**src/rtl/stdp_update_sched.sv**
```systemverilog
// STDP weight-update sequencer: per-input spike timers, LTP/LTD request capture,
// and a one-weight-per-cycle saturating update engine over the weight bank.
module stdp_update_sched #(
    parameter int NUM_PRE = 4,
    parameter int TW      = 4,
    parameter int WW      = 4,
    parameter int LTP_WIN = 8,
    parameter int LTD_WIN = 8,
    parameter int W_INIT  = 8,
    localparam int IW     = (NUM_PRE > 1) ? $clog2(NUM_PRE) : 1
) (
    input  logic                  clk,
    input  logic                  rst_n,
    input  logic                  en,
    input  logic [NUM_PRE-1:0]    pre_spike,
    input  logic                  post_spike,
    output logic [NUM_PRE*WW-1:0] weight,
    output logic                  busy,
    output logic                  upd_valid,
    output logic [IW-1:0]         upd_idx,
    output logic                  upd_dir,
    output logic                  ovf
);

    localparam logic [TW-1:0] T_MAX   = '1;
    localparam logic [WW-1:0] W_MAX   = '1;
    localparam logic [WW-1:0] W_RST   = WW'(W_INIT);
    localparam logic [TW:0]   LTP_LIM = (TW+1)'(LTP_WIN);
    localparam logic [TW:0]   LTD_LIM = (TW+1)'(LTD_WIN);
    localparam logic [IW-1:0] LAST    = IW'(NUM_PRE - 1);

    typedef enum logic [1:0] {IDLE, LTP_SCAN, LTD} state_t;

    state_t               state, state_n;
    logic [TW-1:0]        pre_timer [NUM_PRE];
    logic [TW-1:0]        post_timer;
    logic [WW-1:0]        w [NUM_PRE];
    logic [NUM_PRE-1:0]   scan_mask, scan_n;
    logic [NUM_PRE-1:0]   pend_ltd, pend_n;
    logic [NUM_PRE-1:0]   post_pend_m, pp_m_n;
    logic                 post_pend_v, pp_v_n;
    logic                 ovf_n;
    logic [IW-1:0]        idx, idx_n;

    logic [NUM_PRE-1:0]   elig, ltd_set, ltd_clr;
    logic                 ltp_req, post_recent, ltd_found;
    logic [IW-1:0]        ltd_j, tgt;
    logic                 do_upd, dir;
    logic [WW-1:0]        w_cur, w_res;

    assign busy        = (state != IDLE);
    assign ltp_req     = en & post_spike;
    assign post_recent = ({1'b0, post_timer} < LTD_LIM);

    always_comb begin
        elig      = '0;
        ltd_set   = '0;
        ltd_j     = '0;
        ltd_found = 1'b0;
        for (int unsigned i = 0; i < NUM_PRE; i++) begin
            elig[i]    = pre_spike[i] | ({1'b0, pre_timer[i]} < LTP_LIM);
            ltd_set[i] = en & pre_spike[i] & ~post_spike & post_recent;
            if (pend_ltd[i] && !ltd_found) begin
                ltd_j     = IW'(i);
                ltd_found = 1'b1;
            end
        end
        ltd_clr = NUM_PRE'(1) << ltd_j;
    end

    always_comb begin
        state_n = state;
        idx_n   = idx;
        scan_n  = scan_mask;
        pend_n  = pend_ltd | ltd_set;
        pp_v_n  = post_pend_v;
        pp_m_n  = post_pend_m;
        ovf_n   = ovf;
        do_upd  = 1'b0;
        tgt     = idx;
        dir     = 1'b1;

        // A post spike arriving while busy is parked in the one-deep slot.
        if (state != IDLE && ltp_req) begin
            if (post_pend_v) begin
                pp_m_n = post_pend_m | elig;
                ovf_n  = 1'b1;
            end else begin
                pp_m_n = elig;
                pp_v_n = 1'b1;
            end
        end

        case (state)
            IDLE: begin
                if (ltp_req || post_pend_v) begin
                    scan_n  = (ltp_req ? elig : '0) | (post_pend_v ? post_pend_m : '0);
                    idx_n   = '0;
                    pp_v_n  = 1'b0;
                    pp_m_n  = '0;
                    state_n = LTP_SCAN;
                end else if (pend_ltd != '0) begin
                    state_n = LTD;
                end
            end
            LTP_SCAN: begin
                do_upd = scan_mask[idx];
                tgt    = idx;
                dir    = 1'b1;
                if (idx == LAST) state_n = IDLE;
                else             idx_n   = idx + 1'b1;
            end
            LTD: begin
                do_upd = ltd_found;
                tgt    = ltd_j;
                dir    = 1'b0;
                // Re-OR the new requests so a bit raised during its own service survives.
                pend_n = (pend_ltd & ~ltd_clr) | ltd_set;
                if (ltp_req || post_pend_v) state_n = IDLE;
                else if (pend_n != '0)      state_n = LTD;
                else                        state_n = IDLE;
            end
            default: state_n = IDLE;
        endcase
    end

    assign w_cur = w[tgt];
    assign w_res = dir ? ((w_cur == W_MAX) ? w_cur : w_cur + 1'b1)
                       : ((w_cur == '0)    ? w_cur : w_cur - 1'b1);

    always_ff @(posedge clk) begin
        if (!rst_n) begin
            state       <= IDLE;
            idx         <= '0;
            scan_mask   <= '0;
            pend_ltd    <= '0;
            post_pend_v <= 1'b0;
            post_pend_m <= '0;
            ovf         <= 1'b0;
            upd_valid   <= 1'b0;
            upd_idx     <= '0;
            upd_dir     <= 1'b0;
            for (int unsigned i = 0; i < NUM_PRE; i++) w[i] <= W_RST;
        end else begin
            state       <= state_n;
            idx         <= idx_n;
            scan_mask   <= scan_n;
            pend_ltd    <= pend_n;
            post_pend_v <= pp_v_n;
            post_pend_m <= pp_m_n;
            ovf         <= ovf_n;
            upd_valid   <= do_upd;
            if (do_upd) begin
                w[tgt]  <= w_res;
                upd_idx <= tgt;
                upd_dir <= dir;
            end
        end
    end

    always_ff @(posedge clk) begin
        if (!rst_n) begin
            post_timer <= T_MAX;
            for (int unsigned i = 0; i < NUM_PRE; i++) pre_timer[i] <= T_MAX;
        end else begin
            if (post_spike)               post_timer <= '0;
            else if (post_timer != T_MAX) post_timer <= post_timer + 1'b1;
            for (int unsigned i = 0; i < NUM_PRE; i++) begin
                if (pre_spike[i])               pre_timer[i] <= '0;
                else if (pre_timer[i] != T_MAX) pre_timer[i] <= pre_timer[i] + 1'b1;
            end
        end
    end

    for (genvar g = 0; g < NUM_PRE; g++) begin : g_flat
        assign weight[(NUM_PRE-1-g)*WW +: WW] = w[g];
    end

endmodule

```
**config.mk**
```make
export PLATFORM = sky130hd
export DESIGN_NAME = stdp_update_sched
export DESIGN_NICKNAME = d
export VERILOG_FILES = /design/src/rtl/stdp_update_sched.sv
export SDC_FILE = /design/constraint.sdc
export NUM_CORES = 1
export LEC_CHECK = 0
export CORE_MARGIN = 4
export CORE_UTILIZATION = 55
export DETAILED_ROUTE_END_ITERATION = 7
export PLACE_DENSITY = 0.8
export SYNTH_ARGS = -nofsm -noshare
export SYNTH_HDL_FRONTEND = slang
export SYNTH_SLANG_ARGS = --single-unit
```
**constraint.sdc**
```tcl
create_clock -name clk -period 6.95 [get_ports clk]
set_input_delay 0.695 -clock clk [delete_from_list [all_inputs] [get_ports clk]]
set_output_delay 0.695 -clock clk [all_outputs]
set_load 0.01 [all_outputs]
```
Yosys cells after proc, flatten, opt, wreduce, memory -nomap -nowiden
Memories as Yosys holds them, arrays and structs flattened.
Index checks and enable logic that the tools add are counted.
Storage, ports and cells
  register bits after elaboration: 26
  bits in writable memories: 32
  bits of input ports: 8
  output and inout port bits: 22
  logic and storage cells: 172
  memories kept: 2
Operators by class
  add/subtract/negate cells: 8
  order comparisons: 6
  equality and inequality tests: 13
  shift operators: 1
  multiplexer cells: 79
  bitwise gates (word level): 32
  reductions and logical operators: 20
Memories
  pre_timer: words 4, bits a word 4, rd ports 4, clocked after memory_dff 0, wr ports 4, line 35  | logic [TW-1:0] pre_timer [NUM_PRE];
  w: words 4, bits a word 4, rd ports 5, clocked after memory_dff 0, wr ports 4, line 37  | logic [WW-1:0] w [NUM_PRE];
Operator list (count)
  $mux W4: 21
  $mux W1: 43
  $add A4 B1 Y4 const B: 6
  $mux W2: 11
  $lt A4 B4 Y1 const B: 5
  $ne A4 B4 Y1 const B: 5
  $or A4 B4 Y4: 4
  $and A1 B1 Y1: 13
  $or A1 B1 Y1: 12
  $reduce_bool A4 Y1: 2
  $ne A2 B2 Y1 const B: 3
  $pmux W2 S3: 1
  $reduce_and A2 Y1: 3
  $reduce_bool A2 Y1: 3
  $and A4 B4 Y4: 1
  $eq A2 B2 Y1 const B: 2
  $eq A4 B4 Y1 const B: 1
  $logic_and A1 B1 Y1: 4
  $logic_not A4 Y1: 1
  $not A4 Y4: 1
  $pmux W2 S2: 1
  $reduce_or A4 Y1: 1
  $shl A1 B2 Y4 const A: 1
  $sub A4 B1 Y4 const B: 1
  11 further kinds: 13

Longest topological paths before layout
Gate-level depths: netlist of run 1.
  depth in word-level cells: 18
  mapped depth: 15
  mapped depth without buffers: 13

Worst setup path after synthesis of run 1
No wires, ideal clock.
  kind: reg2reg
  from: reg state[0]
  to: mem w[0][3] (data pin)
  setup time: 263 ps
  arrival time: 2608 ps
  required time: 6687 ps
  setup slack: 4078 ps
  stages on the path, launching flop included: 13
  path buffers: 1
  period minus slack after synthesis: 2872 ps
  cell sequence: dfxtp_1 inv_1 ha_1 buf_4 or3b_4 o21ai_2 mux2i_1 a22o_4 ha_1 inv_1 or4_4 o31ai_2 o21bai_1
RTL lines
  start: declaration: line 34  | state_t state, state_n;
  start signal: assignment: line 145  | state <= state_n;
  end: declaration: line 37

==> flow_results.org, run 1 <==
** Pwr
- Across the VDD grid, the largest voltage drop is 0.184 mV.
- Dividing total power by cell area gives a power density of 247 nW/µm².
- Of the total power, registers draw between 40% and 50%.
- In this run switching power makes up a little under a third of total power.
- Overall power of the completed layout :: 935 µW
- Net switching power of the design :: approximately 290 µW
- The analysis attributes to cell leakage a power of ~1.4 nW.
- The share of total power dissipated in the clock network is 32.4%.
- Share of total power in combinational logic :: 24.0%
- P_int :: approximately 650 µW

** Timing
- Peak clock frequency supported by timing :: about 300 MHz
- Transition time at the pin with the least slew margin :: roughly 0.93 ns
- Slew margin rel. :: between 30% and 40%
- For the finished layout, the period the worst path requires is between 3 and 4 ns.
- RSZ-0062 raised after global routing :: no
- Final Hold Vio Count :: 0
- Setup violations remaining at the end of the flow were counted as 0.
- Number of pins with negative max-slew slack in the final report :: 0
- Final worst setup slack :: roughly 3.6 ns
- In the finished design, the share of the clock period the worst path needs comes to 48.4%.
- Hold timing on the final database bottoms out at a slack of about 0.47 ns.
- For the final database, setup skew stands at 0.00766 ns.
- Post-Route Setup TNS :: 0 ns

** Global routing
- Global routing consumed, over all layers together, between 20% and 30% of the routing resources.
- Residual overflow from global routing :: 0
- The first global-routing pass estimated between 10 and 15 mm of wire.
- Vias in the first global route :: roughly 2500
- Maximum number of pins on one net before global-route repair :: 40
- The number of antenna violations at the first check in global routing came to 0.

** Placed design
- Number of placed cells counting well taps :: ~440
- In this run the cell area measured after placement is around 3600 µm².
- Port buffering added 29 buffers.
- The congestion estimate from routability-driven global placement came to 0.889.
- After legalization and detailed placement, the total HPWL measured between 5 and 6 mm.
- Post-Place Setup Slack :: approximately 3.6 ns

** Layout
- Finished Layout Cells :: 454
- Fillers :: between 400 and 500
- Commonest non-fill, non-tap cells in the layout :: 36 x nand2_1, 34 x o21ai_0, 32 x edfxtp_1
- The area growth from synthesis to layout is 16.1%.
- Final net count :: 396
- After routing the design area is about 3800 µm².
- Share of final-layout standard cells stronger than drive strength 1 :: ~8.6%
- Area occupied by multi-input gates :: ~1700 µm²
- Leaving out fill and tap cells, the most frequent cell in the layout is nand2_1.
- The number of antenna diodes in the final layout is 0.
- Final core utilization :: roughly two thirds
- Flip-flop and latch area :: around 1500 µm²

** Clocking
- Clock-pin slew was measured on the worst setup and hold paths at 0.07 ns.
- In this run the post-CTS setup repair buffer count came out at 0.
- After clock tree synthesis, the flow added hold-fix buffers numbering 0.
- Clock tree root driver cell :: clkbuf_8
- H-tree depth :: 3
- Number of gates given a new drive strength after cts :: 0
- In this run, CTS created clock tree buffers numbering 9.
- Maximum count of clock buffers along a single path :: 2
- Clk sink count :: 58
- Clock tree from TritonCTS :: done
- Clock latency on the worst-skew pair, taken at its later pin, is 0.33 ns.

** Routing
- Average wire per cell in the routed design :: about 16 µm
- The routed design has between 7 and 8 mm of wire.
- In this run the remaining antenna-violating nets after routing total 0.
- Detailed routing placed a total of between 400 and 500 µm of wire on met3.
- Length of the first detailed-routing pass in iterations :: 5
- For this block, wires on met1 add up to between 3 and 4 mm.
- DRC violation count after routing :: 0
- Top metal layer carrying routed signals :: met4
- Number of DRC violations after detailed-routing iteration 0 :: 198
- Via count :: 2747
- The routed design uses 3.22 mm of met2 wire.
- After detailed routing, the number of vias per cell comes to between 6 and 7.

** Die
- During I/O placement, the number of pins put on the boundary was 30.
- The core region is approximately 5600 µm².
- For this configuration, the core starts out at a cell density of just under 60%.
- The floorplan step defined a die boundary enclosing roughly 7200 µm².
- Die W :: between 80 and 90 µm
- The initialized floorplan defines 27 standard-cell rows.
- Die Y-Extent :: about 85 µm

** Synth
- Yosys printed 0 warnings.
- Ranked by total cell area, the synthesized netlist is headed by edfxtp_1 29%, dfxtp_1 16%, o21ai_0 5.2%.
- Number of enable-type register cells in the synthesized netlist :: 32
- Post-Syn Nets :: roughly 370
- Total of flip-flops plus latches after synthesis :: 58
- Post-Syn Area per Cell :: slightly above 9 µm²
- Number of instances in the synthesized netlist :: 349
- Async set-reset flop share out of synthesis :: 0%
- For this run, the register share of the synthesized area comes to roughly 45%.
- Area of the mapped netlist :: about 3300 µm²
- Summed over its instances, the top area cell type makes up between 20% and 30% of the synthesized netlist area.
- The synthesized design spends more area on one cell type than any other, namely edfxtp_1.
- Counting distinct cell types in the post-synthesis netlist gives 58.
- For this run, the leading register cell type out of synthesis is edfxtp_1.

** Worst setup path
- Delay of the slowest cell on the worst path :: between 0.4 and 0.5 ns
- Critical path start-end classification :: reg2reg
- In this design, the critical path's most frequently occurring cell is inv_1.
- STA classifies the critical path endpoint as a flip-flop.
- CP arrival :: 3.43 ns
- Worst-path cell with the longest stage delay :: or3b_4
- STA classifies the critical path startpoint as a flip-flop.
- Traced cell by cell, the critical path runs through inv_1 > ha_1 > or3b_4 > o21a_1 > mux2i_1 > inv_1 > ha_1 > inv_1 > a221oi_2 > mux2i_1 > a211oi_2 > nor2_1.
- Maximum fanout along the worst path :: 10
- Data on the critical path is required at its endpoint by 7.02 ns.

** Run
- Across the run, the number of max-cap violations was 0.

** Min path
- The worst hold path belongs to the class reg2reg.

** Run status
- Run status :: finished clean
path summary, 6_finish.rpt:
check            from  endpoint  slack (ns)  cells after the start
min reg2reg       ovf       ovf        0.47                      1
min               ovf       ovf        0.47                      1
max reg2reg  state[0]   w[2][1]        3.59                     12
max          state[0]   w[2][1]        3.59                     12
critical path: cells and delay by family (launching register included):
family,cells,cell delay (ns)
mux,2,0.52
simple gates,2,0.55
fa+ha+maj,2,0.56
compound gates,3,0.81
flops,1,0.32
buf+inv,3,0.34
power by group through the flow:
| stage | Clock, mW | Sequential (mW) | Combinational, mW |
|---|---|---|---|
| 4_1_cts | 0.310 | 0.407 | 0.221 |
| 3_3_place_gp | 0 | 0.413 | 0.214 |
| 6_report | 0.303 | 0.408 | 0.224 |
| 3_5_place_dp | 0 | 0.414 | 0.219 |
| 5_1_grt | 0.327 | 0.410 | 0.248 |
| 2_1_floorplan | 0 | 0.410 | 0.168 |
sequential cells by signal, indices dropped and copies added, names as in the netlist:
register     count
pend_ltd         4
post_pend_m      4
idx              2
ovf              1
state            2
post_pend_v      1
w               16
scan_mask        4
upd_idx          2
upd_valid        1
post_timer       4
pre_timer       16
upd_dir          1
cell families after synthesis:
family	share of synthesized area (%)
XOR/XNOR	0.537
flip-flops	45.4
adder cells (fa/ha/maj)	4.52
AO/OA/AOI/OAI	20.8
AND/OR/NAND/NOR	19.9
buffers and inverters	3.99
multiplexers	4.83
Yosys cell counts (all sizes together) (2+ instances only):
cell,n
xnor2,2
nand4,3
o311ai,2
a211oi,2
o221ai,2
o21bai,4
o2111ai,2
ha,11
o21a,3
a21o,2
and3,3
a22oi,3
nand2b,5
o31ai,6
inv,18
nand3b,2
mux2i,9
a31oi,5
o211a,2
nor3,6
nand3,18
buf,4
nand2,36
nor4,3
nor2,29
o21ai,36
nor2b,8
nor3b,3
a21boi,4
mux2,4
a21oi,16
dfxtp,26
and2,12
clkbuf,9
edfxtp,32
o211ai,4
per-layer routing:
metal / global-route usage (%) / vias to the layer above
li1: - / 1342
met1: 30.6 / 1296
met2: 30.1 / 95
met3: 4.76 / 14
met4: 7.34 / 0
met5: 0 / -
final cells by class:
| type | instances | area share, % |
|---|---|---|
| Multi-Input combinational cell | 260 | 43.6 |
| Sequential cell | 58 | 39.1 |
| Timing Repair Buffer | 30 | 7.86 |
| Clock buffer | 13 | 4.76 |
| Tap cell | 72 | 2.38 |
| Inverter | 18 | 1.78 |
| Clock inverter | 3 | 0.496 |
(Power assumes the default switching activity.)
==> run 2, diff against run 1 <==
--- a/config.mk
+++ b/config.mk
@@ -6,9 +6,9 @@
 export NUM_CORES = 1
 export LEC_CHECK = 0
 export CORE_MARGIN = 4
-export CORE_UTILIZATION = 55
+export CORE_UTILIZATION = 52
 export DETAILED_ROUTE_END_ITERATION = 7
-export PLACE_DENSITY = 0.8
+export PLACE_DENSITY = 0.79
 export SYNTH_ARGS = -nofsm -noshare
 export SYNTH_HDL_FRONTEND = slang
 export SYNTH_SLANG_ARGS = --single-unit
==> constraint.sdc (replaced) <==
create_clock -name clk -period 2.8 [get_ports clk]
set_input_delay 0.28 -clock clk [delete_from_list [all_inputs] [get_ports clk]]
set_output_delay 0.28 -clock clk [all_outputs]
set_load 0.01 [all_outputs]
==> run 2 against run 1 <==
- the flow now finishes with violations (negative setup slack)
- power grew to 2.7 times the previous value
- critical path depth unchanged
- die area grew 5.2%
- critical path type unchanged
==> flow_results.org, run 2 (synthesis gave the netlist of run 1 again) <==
** Run status
- The run finished, with violations left.
- The final reports fail on negative setup slack.

** Global routing
- Entering global routing, the biggest net connects 44 pins.
- The first global-routing pass estimated approximately 13 mm of wire.
- GR Util All Layers :: between 20% and 30%
- The number of antenna violations at the first check in global routing came to 0.
- Residual overflow from global routing :: 0
- Vias in the first global route :: between 2000 and 3000

** Die
- Area of the die :: about 7600 µm²
- The die is roughly 87 µm wide.
- The floorplan has 28 rows.
- Core ar. :: approximately 6000 µm²
- Die Y-Extent :: 87.2 µm
- Starting density of the core :: roughly 54%
- I/O pin count :: 30

** Clocking
- Clk sink count :: 58
- After clock tree synthesis, the clock-pin slew on the worst setup and hold paths is 0.06 ns.
- Clock tree from TritonCTS :: done
- No sink is reached through more buffers than the 2 on the longest clock path.
- The clock reaches the later pin of the worst-skew pair after 0.34 ns.
- Buffers inserted during clock tree synthesis total 9.
- The clock tree synthesis step divided the H-tree into 3 levels.
- Clock tree root driver cell :: clkbuf_8
- Hold repair after CTS inserted 0 buffers.

** Timing
- Final worst setup slack :: -0.0575 ns
- The final hold violation count is 0.
- The number of max-slew violations in the final report was 0.
- Transition time at the pin with the least slew margin :: 0.577 ns
- The final critical path takes up 102% of the cycle.
- RSZ-0062 raised after global routing :: yes
- Measured against its own limit, the worst slew margin works out to about three fifths.
- Skew final :: between 0.009 and 0.01 ns
- Peak clock frequency supported by timing :: 350 MHz
- Setup violations remaining at the end of the flow were counted as 9.
- Shortest clock period the worst path allows after layout :: 2.86 ns

** Worst setup path
- The slowest stage of the critical path belongs to the cell or3b_4.
- In this run the worst path has a maximum fanout of 5.
- Critical path start-end classification :: reg2reg
- Count of buffering cells on the critical path with inverters included :: 2
- The critical path goes through inv_2 > ha_4 > or3b_4 > o21ai_4 > mux2i_1 > a22o_4 > ha_4 > inv_4 > a221oi_4 > mux2i_2 > a211oi_4 > nor2_1.
- Worst path most repeated cell :: ha_4
- Worst setup EP type :: flip-flop
- Required time at the endpoint of the critical path :: 2.89 ns
- Data arrives at the worst endpoint at slightly below 3 ns.
- CP Launch Type :: flip-flop
- Delay of the slowest cell on the worst path :: between 0.4 and 0.5 ns
- Crit path max-delay family :: compound AO/OA/AOI/OAI gates

** Layout
- Final core utilization :: 69.4%
- The number of antenna diodes in the final layout is 0.
- Leaving out fill and tap cells, the most frequent cells in the layout are 36 x nand2_1, 34 x o21ai_0, 33 x buf_4.
- Leading cell type in the layout, fill and taps excluded :: nand2_1
- Final net count :: about 430
- From synthesis to final layout, the design area changed by 27.5%.
- Biggest regs :: pre_timer: 16 flops, w: 16 flops
- Share of final-layout standard cells stronger than drive strength 1 :: a little under a fifth

** Routing
- The detailed router finished its first iteration with 194 violations.
- Via count :: slightly below 3000
- Length of the first detailed-routing pass in iterations :: 5
- The detail route stage leaves a number of antenna-violating nets equal to 0.
- Number of vias per cell after detailed routing :: slightly above 6
- Wire length after detailed routing :: 8.60 mm
- Dividing the detail-routed wire length by the instance count gives 17.6 µm.
- DRC violation count after routing :: 0

** Pwr
- Sequential cells burn 39.7% of the power.
- Share of total power in combinational logic :: a little under a third
- Areal power density over the cells :: between 600 and 700 nW/µm²
- IR Drop Worst-Case VDD :: 0.356 mV
- Summed over all cells, the static leakage comes to 1.61 nW.
- Net switching power of the design :: a little under 800 µW
- P_int :: around 1.8 mW
- Switching power as a share of total power :: between 30 and 40%
- Proportion of power drawn by the clock network :: between 20% and 30%

** Placed design
- During placement, the flow inserted port buffers numbering 29.
- At the placement stage, the worst setup path has a slack of -0.0918 ns.
- At the end of routability-driven placement, the weighted congestion stood at about 0.99.
- The HPWL after detailed placement is slightly below 6 mm.

** Min path
- Kind of path behind the tightest hold check :: reg2reg

** Run
- Max-cap violation count :: 0
run 2: cell count changes in the layout (fill, tap and decap cells not counted), moves of 3 or more:
cell     change
buf_4       +32
ha_1         -3
ha_4         +3
inv_1        -3
mux2i_1      -3
run 2: cell type report:
cell class / instances / area (µm²)
clock inverters: 3 / 38.8
inverters: 18 / 70.1
fillers: 443 / 1830
flip-flops and latches: 58 / 1480
repair buffers: 62 / 538
clock buffers: 13 / 159
well taps: 75 / 93.8
multi-input cells: 260 / 1780
run 2: worst paths after layout:
kind	start	cells past startpoint	slack [ns]	end
setup reg to reg	state[0]	12	-0.06	w[2][1]
setup / recovery	state[0]	12	-0.06	w[2][1]
hold reg to reg	upd_idx[1]	2	0.47	upd_idx[1]
hold / removal	upd_idx[1]	2	0.47	upd_idx[1]
run 2: power by group through the flow:
stage                     sequential (mW)  combinational, mW  clock, mW
after floorplan                      1.02              0.436          0
after global placement               1.02              0.616          0
after detailed placement             1.03              0.635          0
after CTS                            1.01              0.692      0.786
after global routing                 1.02              0.845      0.830
final                                1.02              0.779      0.764
run 2: routing by layer:
| layer | vias to the layer above | routed length [µm] | GRT usage, % |
|---|---|---|---|
| li1 | 1411 | - | - |
| met1 | 1403 | 3530 | 28.5 |
| met2 | 139 | 4140 | 37.3 |
| met3 | 24 | 658 | 5.49 |
| met4 | 0 | 268 | 10.5 |
| met5 | - | 0 | 0 |
run 2: metrics by stage:
| stage | instances | instance area, µm² | setup TNS (ns) | power, mW | hold WS, ns |
|---|---|---|---|---|---|
| detailed placement | 463 | 3790 | -0.444 | 1.66 | 0.457 |
| global route | 489 | 4160 | -1.27 | 2.70 | 0.504 |
| CTS | 482 | 4080 | 0 | 2.49 | 0.477 |
| global placement | 463 | 3790 | 0 | 1.64 | 0.455 |
| floorplan | 349 | 3300 | 0 | 1.45 | 0.382 |
| finish | 489 | 4160 | -0.309 | 2.56 | 0.470 |
run 2: what timing repair did:
item                       in CTS  in global routing
resized for setup              13                  6
setup buffers                   3                  7
pin swaps                       2                 11
setup endpoints to repair       9                 13
run 2: worst reg2reg max path, stage by stage (launching register included):
cell	delay [ns]
dfxtp_2	0.33
inv_2	0.08
ha_4	0.15
or3b_4	0.43
o21ai_4	0.20
mux2i_1	0.27
a22o_4	0.22
ha_4	0.16
inv_4	0.05
a221oi_4	0.23
mux2i_2	0.14
a211oi_4	0.28
nor2_1	0.07
==> run 3, diff against run 2 <==
--- a/config.mk
+++ b/config.mk
@@ -9,6 +9,7 @@
 export CORE_UTILIZATION = 52
 export DETAILED_ROUTE_END_ITERATION = 7
 export PLACE_DENSITY = 0.79
+export RECOVER_POWER = 100
 export SYNTH_ARGS = -nofsm -noshare
 export SYNTH_HDL_FRONTEND = slang
 export SYNTH_SLANG_ARGS = --single-unit
==> run 3 against run 2 <==
- the flow still finishes with violations (negative setup slack)
- power barely moved
- critical endpoint unchanged
- flip-flop and latch count did not move
- sequential power barely moved
- wire length barely moved
- worst setup slack did not move
- largest power group unchanged
- hold slack got worse by 0.0010 ns
- sequential share of layout area did not move
==> flow_results.org, run 3 (synthesis gave the netlist of run 1 again) <==
** Run status
- Run status :: complete, but fails checks
- The final reports fail on negative setup slack.

** Die
- The floorplan step set the die height to ~87 µm.
- The floorplan has 28 rows.
- For this configuration, the core starts out at a cell density of a little over half.
- Die W :: slightly below 90 µm
- During I/O placement, the number of pins put on the boundary was 30.
- The floorplan step defined a die boundary enclosing 7610 µm².
- Core ar. :: 5990 µm²

** Routing
- The routed layout has between 2000 and 3000 vias.
- Wires add up to 8.60 mm.
- The detail route stage leaves a number of antenna-violating nets equal to 0.
- In the final routed layout, each cell accounts on average for approximately 18 µm.
- Length of the first detailed-routing pass in iterations :: 5
- Number of DRC violations after detailed-routing iteration 0 :: 194
- DRC violation count after routing :: 0
- Number of vias per cell after detailed routing :: approximately 6

** Placed design
- Number of buffers added on ports :: 29
- Post-Place Setup Slack :: -0.0918 ns
- In this run, placement finished with an instance count of around 460.
- The congestion estimate from routability-driven global placement came to 0.994.
- After legalization and detailed placement, the total HPWL measured 5.79 mm.

** Global routing
- Entering global routing, the biggest net connects 44 pins.
- Initial antenna violation count :: 0
- Global-route wire length before repair :: 13.3 mm
- GR Util All Layers :: a little under a quarter
- Vias in the first global route :: 2749
- Residual overflow from global routing :: 0

** Worst setup path
- The worst setup path is launched from a flip-flop.
- Critical path start-end classification :: reg2reg
- For this design, the slowest cell found on the critical path is or3b_4.
- Of all nets on the critical path, the largest fanout is 5.
- Walking the worst path, the cells encountered are inv_2 > ha_4 > or3b_4 > o21ai_4 > mux2i_1 > a22o_4 > ha_4 > inv_4 > a221oi_4 > mux2i_2 > a211oi_4 > nor2_1.
- STA puts the critical path data required time at between 2 and 3 ns.
- Worst setup EP type :: flip-flop
- In this design, the largest share of critical-path delay is due to compound AO/OA/AOI/OAI gates.
- Worst path most repeated cell :: ha_4
- Count of buffering cells on the critical path with inverters included :: 2
- Data on the critical path arrives at its endpoint at 2.95 ns.
- Delay of the slowest cell on the worst path :: between 0.4 and 0.5 ns

** Run
- Max-cap violation count :: 0

** Clocking
- Inserted Clock Buffers :: 9
- In this run the deepest clock path goes through 2 buffers.
- Clock tree root driver cell :: clkbuf_8
- Clock tree from TritonCTS :: done
- Clock latency on the worst-skew pair, taken at its later pin, is ~0.34 ns.
- Quantity of hold-fixing buffers added after cts :: 0
- The clock net in this run drives a total of 58 sinks.
- H-tree depth :: 3
- Clock-pin slew was measured on the worst setup and hold paths at around 0.060 ns.

** Min path
- Kind of path behind the tightest hold check :: reg2reg

** Layout
- The count of cells in the finished layout, fillers not included, comes to between 400 and 500.
- Area growth syn-to-layout :: 27.5%
- Commonest non-fill, non-tap cells in the layout :: 36 x nand2_1, 34 x o21ai_0, 33 x buf_4
- Leading cell type in the layout, fill and taps excluded :: nand2_1
- The post-route netlist has about a fifth of its cells at a drive strength greater than 1.
- The net count of the finished layout is ~430.
- Biggest regs :: pre_timer: 16 flops, w: 16 flops
- At the end of the flow the core is filled with cells to 69.4%.
- Diode count :: 0

** Pwr
- Dividing total power by cell area gives a power density of 615 nW/µm².
- IR Drop Worst-Case VDD :: around 0.36 mV
- For this design the static power due to leakage is around 1.6 nW.

** Timing
- For the pin with the worst max-slew slack, the measured transition is slightly below 0.6 ns.
- The number of max-slew violations in the final report is 0.
- RSZ-0062 raised after global routing :: yes
- Slew margin rel. :: 61.5%
- Shortest clock period the worst path allows after layout :: 2.86 ns
- Skew final :: 0.00946 ns
- Derived from the worst setup path, the maximum achievable clock frequency is ~350 MHz.
- Setup-failing EPs final :: 9
- The final hold violation count is 0.
- Final worst-path cycle share :: 102%
- Final worst setup slack :: -0.0575 ns
run 3: changes by cell type in the layout (fill, tap and decap cells not counted), sizes merged:
cell / change
clkdlybuf4s50: -1
dlygate4sd3: +1
run 3: path summary, 6_finish.rpt:
kind / from / end / slack [ns] / cells after the start
max: state[0] / w[2][1] / -0.06 / 12
min: upd_idx[1] / upd_idx[1] / 0.47 / 2
max reg2reg: state[0] / w[2][1] / -0.06 / 12
min reg2reg: upd_idx[1] / upd_idx[1] / 0.47 / 2
run 3: worst min-delay path: cells and delay by family, from the launching register on:
kind,cells,cell delay (ns)
AOI/OAI and AO/OA,1,0.06
DFF,1,0.31
and+or+nand+nor,1,0.05
run 3: metrics by stage:
stage / area (µm²) / total power [mW] / TNS, ns / hold WS, ns
global route: 4160 / 2.70 / -1.27 / 0.504
detailed placement: 3790 / 1.66 / -0.444 / 0.457
CTS: 4080 / 2.49 / 0 / 0.477
global placement: 3790 / 1.64 / 0 / 0.455
floorplan: 3300 / 1.45 / 0 / 0.382
finish: 4160 / 2.56 / -0.309 / 0.469
run 3: power breakdown:
group	internal, mW	switching [mW]	total [mW]
clock	0.455	0.309	0.764
sequential	0.962	0.0534	1.02
combinational	0.355	0.424	0.779
total	1.77	0.786	2.56
run 3: layout make-up:
| class | instances | area (µm²) |
|---|---|---|
| multi-input combinational | 260 | 1780 |
| clock buffer | 13 | 159 |
| inverter | 18 | 70.1 |
| timing repair buffer | 62 | 538 |
| tap | 75 | 93.8 |
| sequential | 58 | 1480 |
| fill | 443 | 1830 |
| clock inverter | 3 | 38.8 |
run 3: routing by layer:
layer / global-route usage [%] / share of wire (%) / up-vias
met1: 28.5 / 41 / 1403
met2: 37.3 / 48 / 139
met5: 0 / 0 / -
met4: 10.5 / 3.1 / 0
met3: 5.49 / 7.6 / 24
li1: - / - / 1411
run 3: what timing repair did:
item,CTS,global route
setup endpoints to repair,9,13
gates cloned,0,0
resized for setup,13,6
buffers inserted,3,7
pin swaps,2,11
